`config.mk`:
```
export PLATFORM = sky130hd
export DESIGN_NAME = instr_encoder
export DESIGN_NICKNAME = d
export VERILOG_FILES = /design/src/rtl/isa_pkg.sv /design/src/rtl/instr_fmt.sv /design/src/rtl/instr_encoder.sv
export SDC_FILE = /design/constraint.sdc
export NUM_CORES = 1
export LEC_CHECK = 0
export ABC_AREA = 1
export CORE_MARGIN = 2
export CORE_UTILIZATION = 25
export CTS_CLUSTER_DIAMETER = 30
export DETAILED_ROUTE_END_ITERATION = 8
export PLACE_DENSITY = 0.6
export SETUP_SLACK_MARGIN = 0.02
export SLEW_MARGIN = 10
export SYNTH_ARGS = -nofsm -noshare
export SYNTH_HDL_FRONTEND = slang
export SYNTH_SLANG_ARGS = --single-unit
```
`constraint.sdc`:
```
create_clock -name clk -period 1.5 [get_ports clk]
set_input_delay 0.45 -clock clk [delete_from_list [all_inputs] [get_ports clk]]
set_output_delay 0.45 -clock clk [all_outputs]
set_load 0.03 [all_outputs]
```
`src/rtl/isa_pkg.sv`:
```
// Shared ISA constants for the instruction encoder and the control decoder:
// request kinds, MIPS opcode/funct values and the encoder FSM state encoding.
package isa_pkg;

    typedef enum logic [4:0] {
        KIND_ADD  = 5'd0,
        KIND_SUB  = 5'd1,
        KIND_AND  = 5'd2,
        KIND_OR   = 5'd3,
        KIND_SLT  = 5'd4,
        KIND_SLTU = 5'd5,
        KIND_ADDU = 5'd6,
        KIND_SUBU = 5'd7,
        KIND_NOR  = 5'd8,
        KIND_SLL  = 5'd9,
        KIND_ADDI = 5'd10,
        KIND_ORI  = 5'd11,
        KIND_ANDI = 5'd12,
        KIND_LW   = 5'd13,
        KIND_SW   = 5'd14,
        KIND_BEQ  = 5'd15,
        KIND_J    = 5'd16,
        KIND_JAL  = 5'd17
    } kind_e;

    localparam logic [5:0] OP_RTYPE = 6'h00;
    localparam logic [5:0] OP_ADDI  = 6'h08;
    localparam logic [5:0] OP_ORI   = 6'h0D;
    localparam logic [5:0] OP_ANDI  = 6'h0C;
    localparam logic [5:0] OP_LW    = 6'h23;
    localparam logic [5:0] OP_SW    = 6'h2B;
    localparam logic [5:0] OP_BEQ   = 6'h04;
    localparam logic [5:0] OP_J     = 6'h02;
    localparam logic [5:0] OP_JAL   = 6'h03;

    localparam logic [5:0] FUNCT_SLL  = 6'h00;
    localparam logic [5:0] FUNCT_ADD  = 6'h20;
    localparam logic [5:0] FUNCT_ADDU = 6'h21;
    localparam logic [5:0] FUNCT_SUB  = 6'h22;
    localparam logic [5:0] FUNCT_SUBU = 6'h23;
    localparam logic [5:0] FUNCT_AND  = 6'h24;
    localparam logic [5:0] FUNCT_OR   = 6'h25;
    localparam logic [5:0] FUNCT_NOR  = 6'h27;
    localparam logic [5:0] FUNCT_SLT  = 6'h2A;
    localparam logic [5:0] FUNCT_SLTU = 6'h2B;

    typedef enum logic [1:0] {
        ST_IDLE   = 2'd0,
        ST_ACCEPT = 2'd1,
        ST_WRITE  = 2'd2,
        ST_DONE   = 2'd3
    } state_e;

endpackage

```
`src/rtl/instr_fmt.sv`:
```
// Combinational formatter: instruction kind plus raw fields to a 32-bit MIPS word.
// Fields a format does not use are zeroed; unknown kinds yield a nop and flag illegal.
module instr_fmt
    import isa_pkg::*;
(
    input  logic [4:0]  kind,
    input  logic [4:0]  rs,
    input  logic [4:0]  rt,
    input  logic [4:0]  rd,
    input  logic [4:0]  shamt,
    input  logic [25:0] imm,
    output logic [31:0] word,
    output logic        illegal
);

    kind_e      kind_sel;
    logic [5:0] op;
    logic [5:0] funct;
    logic       is_r;
    logic       is_i;
    logic       is_j;

    assign kind_sel = kind_e'(kind);

    always_comb begin
        op      = OP_RTYPE;
        funct   = FUNCT_SLL;
        is_r    = 1'b0;
        is_i    = 1'b0;
        is_j    = 1'b0;
        illegal = 1'b0;
        case (kind_sel)
            KIND_ADD:  begin is_r = 1'b1; funct = FUNCT_ADD;  end
            KIND_SUB:  begin is_r = 1'b1; funct = FUNCT_SUB;  end
            KIND_AND:  begin is_r = 1'b1; funct = FUNCT_AND;  end
            KIND_OR:   begin is_r = 1'b1; funct = FUNCT_OR;   end
            KIND_SLT:  begin is_r = 1'b1; funct = FUNCT_SLT;  end
            KIND_SLTU: begin is_r = 1'b1; funct = FUNCT_SLTU; end
            KIND_ADDU: begin is_r = 1'b1; funct = FUNCT_ADDU; end
            KIND_SUBU: begin is_r = 1'b1; funct = FUNCT_SUBU; end
            KIND_NOR:  begin is_r = 1'b1; funct = FUNCT_NOR;  end
            KIND_SLL:  begin is_r = 1'b1; funct = FUNCT_SLL;  end
            KIND_ADDI: begin is_i = 1'b1; op = OP_ADDI; end
            KIND_ORI:  begin is_i = 1'b1; op = OP_ORI;  end
            KIND_ANDI: begin is_i = 1'b1; op = OP_ANDI; end
            KIND_LW:   begin is_i = 1'b1; op = OP_LW;   end
            KIND_SW:   begin is_i = 1'b1; op = OP_SW;   end
            KIND_BEQ:  begin is_i = 1'b1; op = OP_BEQ;  end
            KIND_J:    begin is_j = 1'b1; op = OP_J;    end
            KIND_JAL:  begin is_j = 1'b1; op = OP_JAL;  end
            default:   illegal = 1'b1;
        endcase
    end

    // Only sll carries a shift amount, and it never has an rs operand.
    always_comb begin
        word = 32'h0000_0000;
        if (is_r) begin
            if (kind_sel == KIND_SLL) begin
                word = {OP_RTYPE, 5'd0, rt, rd, shamt, funct};
            end else begin
                word = {OP_RTYPE, rs, rt, rd, 5'd0, funct};
            end
        end else if (is_i) begin
            word = {op, rs, rt, imm[15:0]};
        end else if (is_j) begin
            word = {op, imm};
        end
    end

endmodule

```
`src/rtl/instr_encoder.sv`:
```
// Accepts symbolic instruction requests and writes the encoded words to
// consecutive instruction-memory addresses through a write/ack handshake.
module instr_encoder
    import isa_pkg::*;
#(
    parameter int          ADDR_W    = 8,
    parameter int unsigned BASE_ADDR = 0
) (
    input  logic              clk,
    input  logic              rstn,
    input  logic              start,
    input  logic              in_valid,
    output logic              in_ready,
    input  logic [4:0]        in_kind,
    input  logic [4:0]        in_rs,
    input  logic [4:0]        in_rt,
    input  logic [4:0]        in_rd,
    input  logic [4:0]        in_shamt,
    input  logic [25:0]       in_imm,
    input  logic              in_last,
    output logic              im_we,
    output logic [ADDR_W-1:0] im_addr,
    output logic [31:0]       im_wdata,
    input  logic              im_ack,
    output logic              done,
    output logic              err,
    output logic [ADDR_W:0]   count
);

    localparam logic [ADDR_W-1:0] BASE     = BASE_ADDR[ADDR_W-1:0];
    localparam logic [ADDR_W:0]   CAPACITY = {1'b1, {ADDR_W{1'b0}}};

    state_e            state_reg;
    state_e            state_next;
    logic [ADDR_W-1:0] addr_reg;
    logic [31:0]       wdata_reg;
    logic [ADDR_W:0]   count_reg;
    logic              err_reg;
    logic              last_reg;

    logic [31:0] fmt_word;
    logic        fmt_illegal;
    logic        overflow;
    logic        restart;
    logic        accept;
    logic        ack_fire;

    instr_fmt u_fmt (
        .kind    (in_kind),
        .rs      (in_rs),
        .rt      (in_rt),
        .rd      (in_rd),
        .shamt   (in_shamt),
        .imm     (in_imm),
        .word    (fmt_word),
        .illegal (fmt_illegal)
    );

    assign overflow = (count_reg == CAPACITY);
    assign restart  = start && ((state_reg == ST_IDLE) || (state_reg == ST_DONE));
    assign accept   = in_ready && in_valid;
    assign ack_fire = im_we && im_ack;

    always_comb begin
        state_next = state_reg;
        in_ready   = 1'b0;
        im_we      = 1'b0;
        done       = 1'b0;
        case (state_reg)
            ST_IDLE: begin
                if (start) state_next = ST_ACCEPT;
            end
            ST_ACCEPT: begin
                in_ready = 1'b1;
                if (in_valid) state_next = overflow ? ST_DONE : ST_WRITE;
            end
            ST_WRITE: begin
                im_we = 1'b1;
                if (im_ack) state_next = last_reg ? ST_DONE : ST_ACCEPT;
            end
            ST_DONE: begin
                done = 1'b1;
                if (start) state_next = ST_ACCEPT;
            end
            default: state_next = ST_IDLE;
        endcase
    end

    always_ff @(posedge clk) begin
        if (!rstn) begin
            state_reg <= ST_IDLE;
            addr_reg  <= BASE;
            wdata_reg <= '0;
            count_reg <= '0;
            err_reg   <= 1'b0;
            last_reg  <= 1'b0;
        end else begin
            state_reg <= state_next;
            if (restart) begin
                err_reg   <= 1'b0;
                count_reg <= '0;
                addr_reg  <= BASE;
            end
            // A full program swallows the request: nothing is written, only err records it.
            if (accept) begin
                if (overflow) begin
                    err_reg <= 1'b1;
                end else begin
                    wdata_reg <= fmt_word;
                    last_reg  <= in_last;
                    if (fmt_illegal) err_reg <= 1'b1;
                end
            end
            if (ack_fire) begin
                count_reg <= count_reg + 1'b1;
                addr_reg  <= addr_reg + 1'b1;
            end
        end
    end

    assign im_addr  = addr_reg;
    assign im_wdata = wdata_reg;
    assign count    = count_reg;
    assign err      = err_reg;

endmodule

```
==> flow_summary.ini, run 1 <==
[clock_tree]
cts_buffers = 5
cts_hold_buf = 0
clockBufferDepth = 2
insertion_delay_ns = 0.31
cts_root_buf = clkbuf_8
clk_pin_slew_ns = 0.10
cts_tree = built
cts.sinks = 52
htree_levels = 2

[floorplan]
die_h_microns = 108
core.rowCount = 37
die_area_sq_um = 11700
die_x_microns = 108
core-area_sq_um = 10400
start_util_pct = 26.0
ioPinCount = 110

[cells_and_area]
nets = 630
largest_reg_flops = 31
syn_to_final_growth_pct = 90.0
antenna_cells = 0
instances_no_fill = 703
drive_gt1_share_pct = 44.4
fin_area_sq_um = 5140

[drt]
wl_per_cell_microns = 14.2
via_count = 3322
ant_nets = 0
drtIter0Drc = 119
drt-total-wl_microns = 10000
route.detailed.drc = 0
routed_via_density = 4.73
dr.pass1.iters = 4

[critical_path]
cp-start-kind = flop
max_stage_delay_ns = 0.37
rrSetupSlack_ns = -0.02
cp_max_fo = 3
timing.critical_path.buf_inv = 3
cp.arrival_ns = 1.19
cp.required_ns = 1.05
r2r_cells = 10
crit_path_frequent_cell = buf_12
cp.depth = 4
r2r-start = count[1]
path_class = reg -> out
cp_top_family = flip-flops
r2r_end = im_wdata[9]
crit_path_top_delay_cell = dfxtp_4
path_cells = buf_12 > ha_4 > buf_6 > buf_12
cp-end-kind = primary output

[yosys]
avgSynthCellArea_sq_um = 6.96
yosysTopAreaCellShare_pct = 38.5
ys_warn_count = 0
syn_nets = 453
ys_ff_latch = 52
yosysSeqAreaShare_pct = 38.5
synth_cell_types = 31
syn_area_sq_um = 2710
ys_top_cells_by_area = dfxtp_1 (38%), nand2_1 (11%), a21oi_1 (8.0%), o21ai_0 (7.2%), nand3_1 (5.5%)
synthCells = 389
synth_area_leader_cell = dfxtp_1

[power_and_ir_drop]
power.internal_mw = 3.44
powerDensity_nw_per_um2 = 1080
peakVddDrop_uv = 502
p_comb_share_pct = 50.2
p_leak_nw = 2.14
netSwitchingFraction_pct = 37.9
p_switching_mw = 2.10
clockPowerShare_pct = 18.4
seq_power_share_pct = 31.4

[sta]
fin_ws_ns = -0.142
fmax_ghz = 0.609
setup_viol_count_final = 14
post-route-period-util_pct = 109
finalHoldViolCount = 0
drv_slew = 0
fin_crit_ns = 1.64
grt_setup_unrepaired = true
skew_ns = 0.00598

[place]
placed_area_sq_um = 4450
io_buffer_count = 108
placed_cells = 683
hpwlAfterDp_microns = 7340
place_congestion = 0.951
preCtsSetupSlack_ns = -0.603

[global_routing]
grt_max_degree = 18
grt_antenna_before_repair = 0
grt_pass1_wl_microns = 15300
grt-ovfl-total = 0
grt_pass1_vias = 3226
grtUsageTotal_pct = 16.7

[run]
drv.max_cap_violation_count = 0

[outcome]
outcome = complete, but fails checks
violations = negative setup slack

[worst_hold_path]
holdCritStartpoint = im_wdata[27]
hold_path_depth = 2
worstHoldEndpoint = im_wdata[27]
min_path_type = reg -> reg
## layer usage
layer | GRT usage (%) | routed length, microns
met1 | 19.9 | 4180
met2 | 31.0 | 5120
met3 | 2.89 | 594
met4 | 3.75 | 111
met5 | 0 | 0
## Yosys cell counts
library cell,count
nand2_1,80
dfxtp_1,52
a21oi_1,43
inv_1,39
o21ai_0,39
nor2_1,36
nand3_1,30
ha_1,7
nor3_1,7
a21boi_0,6
a31oi_1,6
clkbuf_1,6
buf_2,4
nor2_4,4
a221oi_1,3
buf_6,3
nand2_2,3
nand3_2,3
nand4_1,3
a211oi_1,2
nor2_2,2
o21bai_1,2
and3_1,1
buf_1,1
buf_4,1
conb_1,1
inv_2,1
nand2_4,1
nor3_2,1
nor3b_1,1
o22ai_1,1
## final cells by class
class,count,area [sq um]
fillers,994,5270
multi-input cells,283,1830
repair buffers,184,1800
flip-flops and latches,52,1060
well taps,136,170
inverters,40,158
clock buffers,5,68.8
clock inverters,3,46.3
## worst max-delay path by stage
stage	startpoint	endpoint	slack, ns
final	state_reg[0]	in_ready	-0.14
after global routing	state_reg[0]	im_we	-0.18
after CTS	state_reg[0]	in_ready	-0.16
after detailed placement	in_kind[1]	im_wdata[0]	-0.60
after global placement	in_kind[3]	im_wdata[26]	-0.58
after floorplan	state_reg[0]	count[7]	-0.01
## kinds of logic (layout without fill, tap and decap cells)
| logic type | count (synthesis) | count (layout) | synth area share (%) |
|---|---|---|---|
| flip-flops | 52 | 52 | 38.5 |
| AO/OA/AOI/OAI | 102 | 102 | 20.5 |
| buffers and inverters | 55 | 232 | 8.78 |
| adder cells (fa/ha/maj) | 7 | 7 | 3.24 |
| other | 1 | 1 | 0.139 |
| AND/OR/NAND/NOR | 172 | 173 | 28.8 |
## power groups by stage
| stage | Sequential [mW] | Clock, mW | Combinational (mW) |
|---|---|---|---|
| floorplan | 2.00 | 0 | 0.857 |
| global placement | 1.72 | 0 | 2.25 |
| detailed placement | 1.72 | 0 | 2.27 |
| finish | 1.74 | 1.02 | 2.78 |
| global route | 1.77 | 1.10 | 2.99 |
| CTS | 1.73 | 1.06 | 2.60 |
## metrics by stage
| step | hold slack [ns] | utilization (%) | power [mW] | setup TNS [ns] |
|---|---|---|---|---|
| 2_1_floorplan | 0.448 | - | 2.86 | -0.0104 |
| 3_3_place_gp | 0.454 | 42.7 | 3.97 | -20.37 |
| 3_5_place_dp | 0.458 | 42.7 | 3.99 | -21.33 |
| 4_1_cts | 0.474 | 47.2 | 5.39 | -0.438 |
| 5_1_grt | 0.497 | 49.4 | 5.86 | -2.76 |
| 6_report | 0.475 | 49.4 | 5.55 | -0.437 |
## layout by cell type, fill, tap and decap left out, types with 4 or more instances in the layout
| cell type | Yosys | routed |
|---|---|---|
| nand3_1 | 30 | 19 |
| nor3_2 | 1 | 4 |
| dfxtp_1 | 52 | 44 |
| clkdlybuf4s50_1 | 0 | 50 |
| buf_12 | 0 | 13 |
| a21oi_1 | 43 | 22 |
| buf_4 | 1 | 85 |
| a21boi_1 | 0 | 4 |
| inv_2 | 1 | 11 |
| o21ai_1 | 0 | 13 |
| nor2_2 | 2 | 5 |
| nand2_2 | 3 | 11 |
| o21ai_0 | 39 | 14 |
| clkdlybuf4s15_2 | 0 | 17 |
| clkbuf_8 | 0 | 5 |
| o21ai_2 | 0 | 12 |
| nand2_4 | 1 | 6 |
| a31oi_1 | 6 | 6 |
| a21oi_2 | 0 | 21 |
| nand2_1 | 80 | 68 |
| nand3_2 | 3 | 13 |
| dfxtp_2 | 0 | 4 |
| dfxtp_4 | 0 | 4 |
| nor2_4 | 4 | 11 |
| inv_1 | 39 | 27 |
| nor2_1 | 36 | 26 |
| buf_6 | 3 | 6 |
| ha_4 | 0 | 4 |
## timing repair
action | CTS | global route
gates cloned | 4 | 1
setup buffers | 6 | 2
pin swaps | 25 | 20
gates resized for setup | 133 | 93
endpoints found under the setup margin | 69 | 49
## worst register-to-register path, stage by stage, from the launching register on
cell and delay (ns):
dfxtp_4 0.36, inv_4 0.05, ha_4 0.12, nand2_2 0.04
nor2_1 0.10, nand2_1 0.11, nand2_4 0.15, buf_12 0.15
nor2_4 0.06, a21boi_1 0.17, a21oi_2 0.08
Power figures use the tool's default switching activity.
==> inputs of run 2 (changes only) <==
--- a/config.mk
+++ b/config.mk
@@ -12,7 +12,7 @@
 export DETAILED_ROUTE_END_ITERATION = 8
 export PLACE_DENSITY = 0.6
 export SETUP_SLACK_MARGIN = 0.02
-export SLEW_MARGIN = 10
+export SLEW_MARGIN = 40
 export SYNTH_ARGS = -nofsm -noshare
 export SYNTH_HDL_FRONTEND = slang
 export SYNTH_SLANG_ARGS = --single-unit
==> results of run 2 <==
No change in the layout: final DEF, timing and power equal those of run 1.
==> edit 1: new RTL, config.mk and constraints of run 2 <==
The 4 states of `state_e` get a one-hot encoding in 4 bits.
--- a/src/rtl/isa_pkg.sv
+++ b/src/rtl/isa_pkg.sv
@@ -45,9 +45,9 @@
     localparam logic [5:0] FUNCT_SLTU = 6'h2B;
 
-    typedef enum logic [1:0] {
-        ST_IDLE   = 2'd0,
-        ST_ACCEPT = 2'd1,
-        ST_WRITE  = 2'd2,
-        ST_DONE   = 2'd3
+    typedef enum logic [3:0] {
+        ST_IDLE   = 4'b0001,
+        ST_ACCEPT = 4'b0010,
+        ST_WRITE  = 4'b0100,
+        ST_DONE   = 4'b1000
     } state_e;
 
Behaviour: same outputs for any inputs over 10 cycles, from zero or initial values and one cycle with rstn low; not proved beyond that.
==> edit 1 against run 2 <==
The flow still finishes with violations (setup timing); die area increased by 12%; setup slack better by 84 ps; combinational power is 44% lower; first-iteration DRC count grew 73%; utilization decreased by 5.1 points; non-clock buffer count fell by 13; synthesized area up 13%; final area grew 3.0%; sequential cell count increased by 2; via count grew 4.7%; register-to-register slack got worse by 20 ps; routed wire length increased by 0.69%; power shrank 19%; critical path type unchanged.
==> edit 1: results <==
export IMPL_setup_ws_ps=-58.3
export IMPL_ys_seq_area_share_pct=35.4
export IMPL_reg2reg_setup_slack_ps=-40
export IMPL_ys_top_cells_by_area="dfxtp_1 (35%), nand2_1 (10%), nor2_1 (9.1%), nand3_1 (5.7%), inv_1 (5.3%)"
export IMPL_postPlaceCellArea_um2=4680
export IMPL_fin_skew_ps=16.0
export IMPL_r2r_start="count[0]"
export IMPL_final_area_um2=5300
export IMPL_seq_area_share_pct=20.7
export IMPL_ff2ff_path_depth=11
export IMPL_post_cts_resized=154
export IMPL_multi_input_area_share_pct=35.2
export IMPL_hold_start="im_wdata[4]"
export IMPL_hold_ws_ps=474
export IMPL_dpl_hpwl_mm=7.31
export IMPL_cts_setup_buffers=11
export IMPL_synth_compound_area_share_pct=18.7
export IMPL_p_leak_nw=2.24
export IMPL_gr_usage_met3_pct=2.81
export IMPL_area_share_nonclk_buffers_pct=33.9
export IMPL_drtIter0Drc=206
export IMPL_fill_cells=1191
export IMPL_cts_root_buffer="clkbuf_16"
export IMPL_cts_clk_slew_worst_paths_ps=80
export IMPL_setup_violations_final=6
export IMPL_pre_cts_ws_ps=-534
export IMPL_wl_met2_mm=5.02
export IMPL_nets=666
export IMPL_drive_above_1_share_pct=36.1
export IMPL_gp_congestion=0.885
export IMPL_critPathArrivalTime_ps=1110
export IMPL_netlist_instances=447
export IMPL_nNonClkBuffers=171
export IMPL_cts_sink_count=54
export IMPL_violations="setup timing"
export IMPL_track_usage_pct=15.3
export IMPL_peakVddDrop_uv=489
export IMPL_grt_util_met1_pct=18.0
export IMPL_via_per_inst=4.61
export IMPL_dp_cells=731
export IMPL_crit_fanout=4
export IMPL_grt_pass1_wl_mm=16.4
export IMPL_synth_cell_types=40
export IMPL_status="finished, violations left"
export IMPL_grt_use_met2_pct=28.4
export IMPL_clkCellAreaFrac_pct=2.91
export IMPL_synth_nets=507
export IMPL_route_met3_wl_um=482
export IMPL_hold_end="im_wdata[4]"
export IMPL_grt_pass1_vias=3523
edit 1: power breakdown:
group          leakage, nW  internal, mW  switching [mW]
Clock               0.0763         0.643           0.616
Combinational         1.72         0.744           0.816
Sequential           0.440          1.56           0.126
edit 1: worst max path at each step:
stage	from	to	slack, ps	cells past startpoint
after global placement	in_kind[4]	im_wdata[24]	-550	10
after detailed placement	in_kind[4]	im_wdata[24]	-530	10
after floorplan	count[0]	im_wdata[12]	20	11
after global routing	count[0]	im_wdata[28]	-150	11
after CTS	count[0]	im_wdata[29]	-100	11
final	state_reg[3]	in_ready	-60	4
edit 1: cells by family (layout without fill, tap and decap cells):
kind of cell,Yosys count,in the layout
DFF,54,54
other,1,1
AOI/OAI and AO/OA,100,100
and+or+nand+nor,221,221
adders and majority gates,3,3
buffers and inverters,68,228
edit 1: critical path, cell delays in order, from the launching register on:
cell     delay (ps)
dfxtp_4         370
nor2_4          120
nand3_4         120
inv_2            90
buf_6           130
==> edit 2: new RTL, config.mk and constraints of run 2 <==
Without the edit above. Set the parameter `ADDR_W` to 10 (it was 8).
--- a/src/rtl/instr_encoder.sv
+++ b/src/rtl/instr_encoder.sv
@@ -4,5 +4,5 @@
     import isa_pkg::*;
 #(
-    parameter int          ADDR_W    = 8,
+    parameter int          ADDR_W    = 10,
     parameter int unsigned BASE_ADDR = 0
 ) (
Ports: changed (resized count and im_addr); port bits go from 110 to 114. No check against the original RTL was run, so the function may have changed too.
==> edit 2 against run 2 <==
The flow still finishes with violations (setup timing); synthesized area rose by 11%; routed wire length grew 21%; power grew 17%; sequential cell count up 4; final area grew 16%; first-iteration DRC count increased by 92%; setup slack improved by 15 ps; sequential power grew 4%; largest power group unchanged.
==> edit 2: results <==
export IMPL_crit_family="buffers and inverters"
export IMPL_wl_met2_mm=6.30
export IMPL_hold_end="last_reg"
export IMPL_pwr_density_cell_nw_per_um2=1090
export IMPL_cts_root_buffer="clkbuf_16"
export IMPL_topRoutingLayerUsed="met4"
export IMPL_grt_use_met2_pct=32.1
export IMPL_grt_pass1_vias=3611
export IMPL_ys_seq_area_share_pct=37.5
export IMPL_nets=717
export IMPL_violations="setup timing"
export IMPL_synthAdderAreaFrac_pct=2.93
export IMPL_setup_ws_ps=-128
export IMPL_critPathArrivalTime_ps=1180
export IMPL_synth_compound_area_share_pct=17.9
export IMPL_muxShareOfSynthArea_pct=0
export IMPL_dp_cells=751
export IMPL_r2r_start="state_reg[0]"
export IMPL_drtIter0Drc=229
export IMPL_p_seq_mw=1.81
export IMPL_r2r_end="count[9]"
export IMPL_grt_util_met1_pct=22.1
export IMPL_slowest_delay_ps=330
export IMPL_reg2reg_setup_slack_ps=-90
export IMPL_numPortBuffers=112
export IMPL_final_cells=797
export IMPL_grt_max_degree=20
export IMPL_track_usage_pct=17.9
export IMPL_wl_met1_mm=4.95
export IMPL_ys_top_cells_by_area="dfxtp_1 (37%), nand2_1 (13%), a21oi_1 (9.4%), nor2_1 (7.9%), inv_1 (6.3%)"
export IMPL_cts_clk_slew_worst_paths_ps=70
export IMPL_gr_usage_met3_pct=3.67
export IMPL_p_leak_nw=2.51
export IMPL_wl_per_cell_um=15.2
export IMPL_dpl_hpwl_mm=7.93
export IMPL_setup_violations_final=40
export IMPL_route_met3_wl_um=704
export IMPL_gp_congestion=0.866
export IMPL_grt_pass1_wl_mm=18.3
export IMPL_peakVddDrop_uv=494
export IMPL_vias=3724
export IMPL_synth_common_cells="nand2_1 (101), nor2_1 (63), a21oi_1 (56), dfxtp_1 (56), inv_1 (50)"
export IMPL_drive_above_1_share_pct=48.3
export IMPL_critPathSlowestCell="dfxtp_2"
export IMPL_numCtsBuffers=5
export IMPL_final_setup_tns_ps=-1530
export IMPL_fin_skew_ps=8.20
export IMPL_dr_pass1_iters=5
export IMPL_ff2ff_path_depth=9
export IMPL_hold_start="last_reg"
export IMPL_synth_nets=515
export IMPL_fill_cells=1071
export IMPL_status="finished, violations left"
export IMPL_avgSynthCellArea_um2=6.63
export IMPL_clk_latency_ps=300
export IMPL_p_clk_share_pct=21.6
export IMPL_endpoint="in_ready"
export IMPL_synth_cell_types=29
export IMPL_internal_power_mw=4.09
## edit 2: what timing repair did
item | CTS | global route
setup buffers | 19 | 14
setup endpoints to repair | 74 | 68
hold buffers | 0 | 0
gates cloned | 8 | 1
gates resized for setup | 157 | 128
pin swaps | 37 | 47
## edit 2: through the flow
stage / hold WS (ps) / utilization, % / setup slack, ps / power, mW / area, um^2
6_report: 475 / 51.4 / -128 / 6.51 / 5950
5_1_grt: 500 / 51.4 / -165 / 6.80 / 5950
4_1_cts: 474 / 48.5 / -138 / 6.19 / 5610
3_5_place_dp: 462 / 41.6 / -533 / 4.07 / 4820
3_3_place_gp: 460 / 41.6 / -514 / 4.04 / 4820
2_1_floorplan: 455 / - / -15.9 / 3.00 / 3080
## edit 2: area by class of cell
cell class	instances	share of cell area, %
clock buffer	5	2.10
clock inverter	3	0.715
inverter	51	3.54
multi-input combinational	328	36.8
sequential	56	19.2
tap	143	3.01
timing repair buffer	210	34.5
timing repair inverter	1	0.126
